### src/rtl/vin_pkg.sv
// Shared helpers for the DPI video input front-end: PPW legality,
// polarity normalisation and saturating counter increment.
package vin_pkg;

  localparam int IGN_W = 4;

  function automatic bit ppw_legal(input int ppw);
    return (ppw == 1) || (ppw == 2) || (ppw == 4);
  endfunction

  // Maps a raw pin level to "1 = asserted" for the given pin polarity.
  function automatic logic pol_norm(input logic raw, input bit active_high);
    return raw ^ ~active_high;
  endfunction

  function automatic logic [31:0] sat_inc(input logic [31:0] val, input int unsigned width);
    logic [31:0] max_val;
    max_val = (width >= 32) ? 32'hFFFF_FFFF : ((32'd1 << width) - 32'd1);
    return (val == max_val) ? val : val + 32'd1;
  endfunction

endpackage

### src/rtl/vin_dpi_pack_shift.sv
// Pixel packer: gathers PPW stage-1 pixels into one word (first pixel in the
// MSBs) and flushes a zero-padded partial word when DE falls mid-group.
module vin_pack_shift
  import vin_pkg::*;
#(
  parameter int PIX_W = 24,
  parameter int PPW   = 2
) (
  input  logic                 pclk,
  input  logic                 rst_out,
  input  logic                 en,
  input  logic                 de,
  input  logic                 de_rise,
  input  logic                 de_fall,
  input  logic [PIX_W-1:0]     pix,
  output logic                 strobe,
  output logic                 partial,
  output logic [PIX_W*PPW-1:0] word,
  output logic                 flush_partial
);

  localparam int K_W = (PPW > 1) ? $clog2(PPW) : 1;
  localparam logic [K_W-1:0] LAST = K_W'(PPW - 1);

  logic [K_W-1:0]       k_q, k_d, slot;
  logic [PIX_W*PPW-1:0] acc_q, acc_d, word_q, word_d;
  logic                 strobe_q, strobe_d, partial_q, partial_d;

  always_comb begin
    slot          = de_rise ? '0 : k_q;
    k_d           = k_q;
    acc_d         = acc_q;
    word_d        = word_q;
    strobe_d      = 1'b0;
    partial_d     = 1'b0;
    flush_partial = 1'b0;
    if (de) begin
      // Starting a group clears the accumulator so a later flush pads with zeros.
      if (slot == '0) acc_d = '0;
      acc_d[(PPW-1-int'(slot))*PIX_W +: PIX_W] = pix;
      if (slot == LAST) begin
        strobe_d = en;
        word_d   = acc_d;
        k_d      = '0;
      end else begin
        k_d = slot + K_W'(1);
      end
    end else if (de_fall && (k_q != '0)) begin
      flush_partial = 1'b1;
      strobe_d      = en;
      partial_d     = en;
      word_d        = acc_q;
      k_d           = '0;
    end
  end

  always_ff @(posedge pclk or posedge rst_out) begin
    if (rst_out) begin
      k_q       <= '0;
      acc_q     <= '0;
      word_q    <= '0;
      strobe_q  <= 1'b0;
      partial_q <= 1'b0;
    end else begin
      k_q       <= k_d;
      acc_q     <= acc_d;
      word_q    <= word_d;
      strobe_q  <= strobe_d;
      partial_q <= partial_d;
    end
  end

  assign strobe  = strobe_q;
  assign partial = partial_q;
  assign word    = word_q;

endmodule

### src/rtl/vin_dpi_pack.sv
// DPI video input front-end: registers and normalises the pins, packs pixels,
// suppresses the first frames after reset and measures active timing.
module vin_dpi_pack
  import vin_pkg::*;
#(
  parameter int PIX_W         = 24,
  parameter int PPW           = 2,
  parameter int IGNORE_FRAMES = 3,
  parameter bit HSYNC_POL     = 1'b1,
  parameter bit VSYNC_POL     = 1'b1,
  parameter bit DE_POL        = 1'b1,
  parameter int CNT_W         = 12
) (
  input  logic                 pclk,
  input  logic                 rst_out,
  input  logic                 dpi_vsync,
  input  logic                 dpi_hsync,
  input  logic                 dpi_de,
  input  logic [PIX_W-1:0]     dpi_pixel,
  output logic                 v_vsync,
  output logic                 v_hsync,
  output logic                 v_de,
  output logic                 v_strobe,
  output logic [PIX_W*PPW-1:0] v_pixel,
  output logic                 v_partial,
  output logic                 frame_start,
  output logic [CNT_W-1:0]     h_active,
  output logic [CNT_W-1:0]     v_active,
  output logic                 timing_valid,
  output logic                 line_err
);

  if (!ppw_legal(PPW)) begin : g_bad_ppw
    $error("vin_dpi_pack: PPW must be 1, 2 or 4");
  end

  logic             s1_vs_q, s1_vs_d, s1_hs_q, s1_hs_d, s1_de_q, s1_de_d;
  logic [PIX_W-1:0] s1_pix_q, s1_pix_d;
  logic             vs_prev_q, vs_prev_d, de_prev_q, de_prev_d;
  logic             v_vsync_q, v_vsync_d, v_hsync_q, v_hsync_d, v_de_q, v_de_d;
  logic             frame_start_q, frame_start_d;
  logic [IGN_W-1:0] ign_q, ign_d;
  logic [CNT_W-1:0] h_cnt_q, h_cnt_d, v_cnt_q, v_cnt_d, first_h_q, first_h_d;
  logic [CNT_W-1:0] frame_h_q, frame_h_d, h_active_q, h_active_d, v_active_q, v_active_d;
  logic             tv_q, tv_d, line_err_q, line_err_d;
  logic             de_rise, de_fall, vs_rise, ignoring, flush_partial, err_new;
  logic [CNT_W-1:0] h_new, v_new;

  vin_pack_shift #(.PIX_W(PIX_W), .PPW(PPW)) u_pack (
    .pclk          (pclk),
    .rst_out       (rst_out),
    .en            (~ignoring),
    .de            (s1_de_q),
    .de_rise       (de_rise),
    .de_fall       (de_fall),
    .pix           (s1_pix_q),
    .strobe        (v_strobe),
    .partial       (v_partial),
    .word          (v_pixel),
    .flush_partial (flush_partial)
  );

  always_comb begin
    s1_vs_d  = pol_norm(dpi_vsync, VSYNC_POL);
    s1_hs_d  = pol_norm(dpi_hsync, HSYNC_POL);
    s1_de_d  = pol_norm(dpi_de, DE_POL);
    s1_pix_d = dpi_pixel;
    vs_prev_d = s1_vs_q;
    de_prev_d = s1_de_q;

    de_rise  = s1_de_q & ~de_prev_q;
    de_fall  = ~s1_de_q & de_prev_q;
    vs_rise  = s1_vs_q & ~vs_prev_q;
    ignoring = (ign_q != '0);

    v_vsync_d     = s1_vs_q & ~ignoring;
    v_hsync_d     = s1_hs_q & ~ignoring;
    v_de_d        = s1_de_q & ~ignoring;
    frame_start_d = vs_rise & ~ignoring;
    ign_d         = (vs_rise && ignoring) ? ign_q - IGN_W'(1) : ign_q;

    h_cnt_d    = h_cnt_q;
    v_cnt_d    = v_cnt_q;
    first_h_d  = first_h_q;
    frame_h_d  = frame_h_q;
    v_active_d = v_active_q;
    tv_d       = tv_q;
    h_new      = h_active_q;
    v_new      = v_cnt_q;
    err_new    = line_err_q | flush_partial;

    if (s1_de_q) begin
      h_cnt_d = CNT_W'(sat_inc(32'(h_cnt_q), CNT_W));
    end else if (de_fall) begin
      h_cnt_d = '0;
      h_new   = h_cnt_q;
      v_new   = CNT_W'(sat_inc(32'(v_cnt_q), CNT_W));
      // The first line of a frame sets the reference width for the rest.
      if (v_cnt_q == '0) first_h_d = h_cnt_q;
      else if (h_cnt_q != first_h_q) err_new = 1'b1;
    end
    h_active_d = h_new;
    v_cnt_d    = v_new;
    line_err_d = err_new;

    // A line ending on the same cycle as vsync still belongs to the closing frame.
    if (vs_rise) begin
      v_active_d = v_new;
      v_cnt_d    = '0;
      tv_d       = (h_new == frame_h_q) && (v_new == v_active_q) && (v_new != '0) && !err_new;
      frame_h_d  = h_new;
      line_err_d = 1'b0;
    end
  end

  always_ff @(posedge pclk or posedge rst_out) begin
    if (rst_out) begin
      s1_vs_q       <= 1'b0;
      s1_hs_q       <= 1'b0;
      s1_de_q       <= 1'b0;
      s1_pix_q      <= '0;
      vs_prev_q     <= 1'b0;
      de_prev_q     <= 1'b0;
      v_vsync_q     <= 1'b0;
      v_hsync_q     <= 1'b0;
      v_de_q        <= 1'b0;
      frame_start_q <= 1'b0;
      ign_q         <= IGN_W'(IGNORE_FRAMES);
      h_cnt_q       <= '0;
      v_cnt_q       <= '0;
      first_h_q     <= '0;
      frame_h_q     <= '0;
      h_active_q    <= '0;
      v_active_q    <= '0;
      tv_q          <= 1'b0;
      line_err_q    <= 1'b0;
    end else begin
      s1_vs_q       <= s1_vs_d;
      s1_hs_q       <= s1_hs_d;
      s1_de_q       <= s1_de_d;
      s1_pix_q      <= s1_pix_d;
      vs_prev_q     <= vs_prev_d;
      de_prev_q     <= de_prev_d;
      v_vsync_q     <= v_vsync_d;
      v_hsync_q     <= v_hsync_d;
      v_de_q        <= v_de_d;
      frame_start_q <= frame_start_d;
      ign_q         <= ign_d;
      h_cnt_q       <= h_cnt_d;
      v_cnt_q       <= v_cnt_d;
      first_h_q     <= first_h_d;
      frame_h_q     <= frame_h_d;
      h_active_q    <= h_active_d;
      v_active_q    <= v_active_d;
      tv_q          <= tv_d;
      line_err_q    <= line_err_d;
    end
  end

  assign v_vsync      = v_vsync_q;
  assign v_hsync      = v_hsync_q;
  assign v_de         = v_de_q;
  assign frame_start  = frame_start_q;
  assign h_active     = h_active_q;
  assign v_active     = v_active_q;
  assign timing_valid = tv_q;
  assign line_err     = line_err_q;

endmodule

### config.mk
export PLATFORM = sky130hd
export DESIGN_NAME = vin_dpi_pack
export DESIGN_NICKNAME = d
export VERILOG_FILES = /design/src/rtl/vin_pkg.sv /design/src/rtl/vin_dpi_pack_shift.sv /design/src/rtl/vin_dpi_pack.sv
export SDC_FILE = /design/constraint.sdc
export NUM_CORES = 1
export LEC_CHECK = 0
export BUFFER_PORTS_ARGS = -buffer_cell sky130_fd_sc_hd__buf_2
export CAP_MARGIN = 20
export CORE_UTILIZATION = 30
export DETAILED_ROUTE_END_ITERATION = 16
export PLACE_DENSITY = 0.54
export SETUP_SLACK_MARGIN = 0.02
export SLEW_MARGIN = 5
export SYNTH_ARGS = -nofsm -noshare
export SYNTH_HDL_FRONTEND = slang
export SYNTH_SLANG_ARGS = --single-unit
### constraint.sdc
create_clock -name pclk -period 6.3 [get_ports pclk]
set_input_delay 0.63 -clock pclk [delete_from_list [all_inputs] [get_ports pclk]]
set_output_delay 0.63 -clock pclk [all_outputs]
set_load 0.02 [all_outputs]
======== Word-level counts from Yosys, hierarchy flattened ========
Cells that the tools add are included.
operators by class
  bitwise operators ....................... 12
  mux-type cells .......................... 30
  eq/ne operators ......................... 7
  reductions and logical operators ........ 14
  $mul .................................... 1
  add/subtract/negate cells ............... 6
  shift operators ......................... 2
operators with widths
  kind                      number
  $mux 48                   5
  $mux 12                   9
  $bwmux 48                 1
  $shift 24x33->48 const A  1
  $shiftx 24x33->48         1
  $neg 32->33               1
  $mul 32x3->29 const B     1
  $add 12x1->12 const B     2
  $eq 12x12->1              2
  $eq 12x12->1 const B      2
  $mux 1                    15
  $logic_not 12->1          1
  $ne 12x12->1              1
  $reduce_bool 12->1        1
  $and 1x1->1               7
  $logic_and 1x1->1         5
  $not 1->1                 4
  $reduce_and 2->1          2
  $reduce_bool 2->1         2
  $reduce_bool 4->1         1
  $sub 4x1->4 const B       1
  $reduce_and 3->1          1
  $ne 2x1->1 const B        1
  $ne 2x2->1 const B        1
  other kinds (4)           4
word-level totals
  bits of input ports ..................... 29
  logic and storage cells ................. 96
  output and inout bits ................... 80
  register bits ........................... 210

======== Logic depth before layout (Yosys ltp) ========
  depth in word-level cells ............... 12
  mapped depth ............................ 9
  gate-level depth less buffers ........... 9

======== By module ========
A second synthesis with hierarchy kept.
second synthesis, totals
  cells, all modules ...................... 732
  area, all modules ....................... 8,873.5 um2
by module, submodules not included
  module          times used  sequential area each (um2)  area an instance (um2)  cells an instance
  vin_dpi_pack    1           2,780.2                     5,168.7                 512
  vin_pack_shift  1           2,477.4                     3,704.8                 220

======== Least setup slack after synthesis ========
No wires, ideal clock.
  path kind ............................... flip-flop to flip-flop
  from .................................... reg v_cnt_q[0]
  to ...................................... reg tv_q, in the netlist timing_valid
  setup time .............................. 0.095 ns
  buffers on the path ..................... 1
  data required time ...................... 6.205 ns
  path slack .............................. 4.147 ns
  cell stages (with the launch flop) ...... 10
  clock period less this slack ............ 2.153 ns
  arrival time ............................ 2.058 ns
  cells stage by stage .................... dfrtp_1 > ha_1 > buf_4 > nand3b_1 > nor2_1 > o21ai_0 > a32o_1 > nor4_1 > nand4_1 > o31ai_1
on the way
  word-level cells in the longest chain between the ends .. 8
  elaborated cells between the ends (all ways) .. 15
  those cells by class .................... add/sub: 1; eq/ne: 2; mux: 6; reduce/logical: 6
ends and longest elaborated chain
  what                                                  RTL line             source
  start, declared                                       vin_dpi_pack.sv:43   logic [CNT_W-1:0] h_cnt_q, h_cnt_d, v_cnt_q, v_cnt_d, first_h_q, first_h_d;
  start signal, assigned                                vin_dpi_pack.sv:150  v_cnt_q <= v_cnt_d;
  $add 12x1->12 / $eq 12x12->1 (equally long branches)  vin_pkg.sv:19        return (val == max_val) ? val : val + 32'd1;
  $mux 12                                               vin_pkg.sv:19
  $mux 12                                               vin_dpi_pack.sv:94   end else if (de_fall) begin
  $mux 12                                               vin_dpi_pack.sv:92   if (s1_de_q) begin
  $eq 12x12->1                                          vin_dpi_pack.sv:110  tv_d = (h_new == frame_h_q) && (v_new == v_active_q) && (v_new != '0) && !err_new;
  $logic_and 1x1->1 (2 in a row)                        vin_dpi_pack.sv:110
  $logic_and 1x1->1 (*)                                 vin_dpi_pack.sv:110
  end signal, assigned                                  vin_dpi_pack.sv:155  tv_q <= tv_d;
  end, declared                                         vin_dpi_pack.sv:45   logic tv_q, tv_d, line_err_q, line_err_d;
Mark *: on every way between the ends. The rest lies on a longest branch, timed or not.
A chain may end at the register's enable or synchronous reset.

======== Worst setup path after layout ========
  from .................................... reg s1_de_q, in the netlist de_prev_d
  to ...................................... reg tv_q, in the netlist timing_valid
on the way
  word-level cells in the longest chain between the ends .. 12
  elaborated cells between the ends (all ways) .. 21
  those cells by class .................... eq/ne: 2; mux: 10; bitwise: 3; reduce/logical: 6
ends and longest elaborated chain
  what                    RTL line                  source
  start, declared         vin_dpi_pack.sv:37        logic s1_vs_q, s1_vs_d, s1_hs_q, s1_hs_d, s1_de_q, s1_de_d;
  start signal, assigned  vin_dpi_pack.sv:120       s1_de_q <= 1'b0;
  start signal, assigned  vin_dpi_pack.sv:140       s1_de_q <= s1_de_d;
  $not 1->1 (no line)     -
  $and 1x1->1             vin_dpi_pack.sv:72        de_fall = ~s1_de_q & de_prev_q;
  $logic_and 1x1->1       vin_dpi_pack_shift.sv:48  end else if (de_fall && (k_q != '0)) begin
  $mux 1                  vin_dpi_pack_shift.sv:48
  $mux 1                  vin_dpi_pack_shift.sv:37  if (de) begin
  $or 1x1->1              vin_dpi_pack.sv:90        err_new = line_err_q | flush_partial;
  $mux 1                  vin_dpi_pack.sv:100       else if (h_cnt_q != first_h_q) err_new = 1'b1;
  $mux 1                  vin_dpi_pack.sv:99        if (v_cnt_q == '0) first_h_d = h_cnt_q;
  $mux 1                  vin_dpi_pack.sv:94
  $mux 1                  vin_dpi_pack.sv:92
  $logic_not 1->1         vin_dpi_pack.sv:110
  $logic_and 1x1->1 (*)   vin_dpi_pack.sv:110
Marked as above.

==> results.md <==
* Status: complete, no violations
* Startpoint types: flop
* Fin cells at 1347
* CTS H-tree lvls at 1
* Yosys warns at 0
* GPL Wtd Cong at about 0.85
* Crit path from: de_prev_d$_DFF_PP0_
* Iteration count of the initial detailed-routing pass at 5
* Setup CP Type: flop to flop
* Reg2reg setup slack at roughly 3300 ps
* Core area at 28900 sq um
* Worst vdd ir at about 0.00021 V
* First-pass GRT wire length at about 35000 microns
* Mean post-synth cell area at about 10 sq um
* Layout area overhead at 19.5%
* Layout Skew at 19.3 ps
* Reg-to-Reg Start: de_prev_d$_DFF_PP0_
* Hold Path Class: input pin to async pin
* Hold Fails Final Rpt at 0
* Slew margin rel. at between 30% and 40%
* Hold WS at 175 ps
* Antenna-violating nets left at 0
* Sequential-to-total area share from yosys stat at 59.4%
* Rows at 62
* Tot Pwr at 3.72 mW
* Die Wd at approximately 170 microns
* Mapped Area at between 8000 and 9000 sq um
* Clock Tree Buf Depth at 3
* # IOs at 109
* Placed Cells at around 1300
* Setup TNS at 0 ps
* Mapped Nets at roughly 880
* Main area contributors after synthesis: dfrtp_1 59%, nand2_1 11%, mux2_2 4.1%, o21ai_0 2.4%, o2bb2ai_1 2.4%
* Clk root buf: clkbuf_16
* Skew-Pair Late Insertion Delay at 510 ps
* # diodes at 0
* Initial drt markers at 355
* Post-route DRC violation count at 0
* DP Wirelength at around 14000 microns
* Setup WS pre-CTS at 3230 ps
* RSZ-0062 raised after global routing: no
* CP Capture Type: flop
* R2R depth at 8
* CTS tree: built
* Period Utilization, post-route at between 40% and 50%
* Hold_buf cts at 0
* Clock-pin slew on the worst setup and hold paths at approximately 60 ps
* Final-report max-slew violation count at 0
* Final nets at approximately 1000
* DRT Wirelength at 21500 microns
* Final setup vio count at 0
* Cts bufs inserted at 25
* Overflow after GRT at 0
* Vias/cell at 4.68
* Post-synth top area cell: dfrtp_1
* Number of global-route vias before repair at ~6200
* Post-synth EDFFs at 0
* Maximum number of pins on one net before global-route repair at approximately 80
* GRT Overall Usage at between 10 and 15%
* CP Capture Point: timing_valid$_DFFE_PP0P_
* CP arrival at between 3000 and 4000 ps
* Post-CTS setup buffers at 0
* Ys flop type: dfrtp_1
* Final instance area at around 11000 sq um
* CP Data Required Time at about 6700 ps
* RR Endpoint: timing_valid$_DFFE_PP0P_
* PwrDens at 351 nW/um^2
* Via Count at approximately 6300
* Min cycle time layout at slightly above 3000 ps
* Synth unique cells at 61
* Cts repair resizes at 0
* Mean routed wirelength per cell at between 15 and 20 microns
* IO Port Bufs at around 110
* Max_cap viols at 0
* Total leakage power at between 5 and 6 nW
* Asr flop ratio synth at 100%
* Synth top area share at between 50% and 60%
* Worst Tran Pin Value at 988 ps
* Total die area at roughly 30000 sq um
* CP Max Fanout at 35
* Util after Layout at a little under two fifths
* Max Fclk at 329 MHz
* Post-layout worst setup margin at roughly 3300 ps
* Die height at approximately 170 microns
* Flops & latches, synth at 210
* Clk sinks at 210
* Cells after synthesis at 849
* Layout cells sized above 1 at 22.2%
* Antenna violations before repair at 1
* Initial Util at between 30% and 40%
* Dpl cell area at ~9700 sq um
-- layout by cell type (no fill, tap or decap), drive strengths merged, types with 5 or more instances in the layout --
cell type	instances
nand2	256
dfrtp	208
buf	119
o21ai	46
mux2	32
nor2	31
clkbuf	30
o2bb2ai	24
xnor2	22
inv	22
xor2	18
and3	17
nand4	11
nand3	10
nand2b	8
a21oi	8
and2	8
nor4	7
clkinv	6
a31oi	6
nand3b	5
o22ai	5
ha	5
mux2i	5
-- sequential cells by signal (all words and copies together) (netlist names), 4 cells and up --
name          count
h_cnt_q          12
frame_h_q        12
h_active         12
u_pack.word      48
s1_pix_q         24
first_h_q        12
u_pack.acc_q     48
v_active         12
ign_q             4
v_cnt_q          12
-- per-layer routing --
| layer | vias up | global-route usage, % | wire, microns | part of all wire (%) |
|---|---|---|---|---|
| li1 | 3055 | - | - | - |
| met1 | 3073 | 20.8 | 10600 | 49 |
| met2 | 150 | 22.0 | 9500 | 44 |
| met3 | 30 | 3.09 | 1160 | 5.4 |
| met4 | 2 | 2.81 | 292 | 1.4 |
| met5 | - | 0 | 13 | 0.060 |
-- critical path, cell delays in order, from the launching register on --
cell	delay, ps
dfrtp_1	320
buf_4	350
nand2b_1	800
mux2i_1	230
a221oi_1	330
o21ai_0	170
nor4_1	310
nand4_1	120
o31ai_1	260
-- how the worst min path moves through the flow --
stage,depth (start not counted),endpoint,start
finish,2,u_pack.word[32]$_DFFE_PP0P_,rst_out
global route,1,s1_pix_q[8]$_DFF_PP0_,dpi_pixel[8]
CTS,2,u_pack.word[32]$_DFFE_PP0P_,rst_out
floorplan,0,vs_prev_q$_DFF_PP0_,s1_vs_q$_DFF_PP0_
global placement,0,vs_prev_q$_DFF_PP0_,s1_vs_q$_DFF_PP0_
detailed placement,0,vs_prev_q$_DFF_PP0_,s1_vs_q$_DFF_PP0_
-- cells by family (layout without fill, tap and decap cells) --
logic type	Yosys count	after routing	synth area share, %
and+or+nand+nor	368	368	18.3
DFF	210	210	59.4
AOI/OAI and AO/OA	119	119	9.45
buffers and inverters	70	184	3.55
xor gates and xnor gates	40	40	3.96
muxes	37	37	4.68
adders and majority gates	5	5	0.707
-- where the power goes --
group	switching, mW	internal [mW]	leakage, nW
clock network	0.578	0.901	0.418
logic	0.373	0.221	2.07
registers	0.123	1.52	2.71
total	1.07	2.64	5.20
-- final cells by class --
cell class / instances / area, sq um
fillers: 2946 / 18300
flip-flops and latches: 210 / 5260
multi-input cells: 569 / 3290
clock buffers: 30 / 684
repair buffers: 119 / 623
well taps: 384 / 480
clock inverters: 15 / 169
inverters: 20 / 78.8
-- Yosys cell counts (all sizes together), types with 6 or more instances --
master / instances
a21oi: 8
a31oi: 6
and2: 8
and3: 17
buf: 14
clkbuf: 36
dfrtp: 208
inv: 20
mux2: 32
nand2: 256
nand2b: 8
nand3: 10
nand4: 11
nor2: 31
nor4: 7
o21ai: 46
o2bb2ai: 24
xnor2: 22
xor2: 18
(Power assumes the default switching activity.)
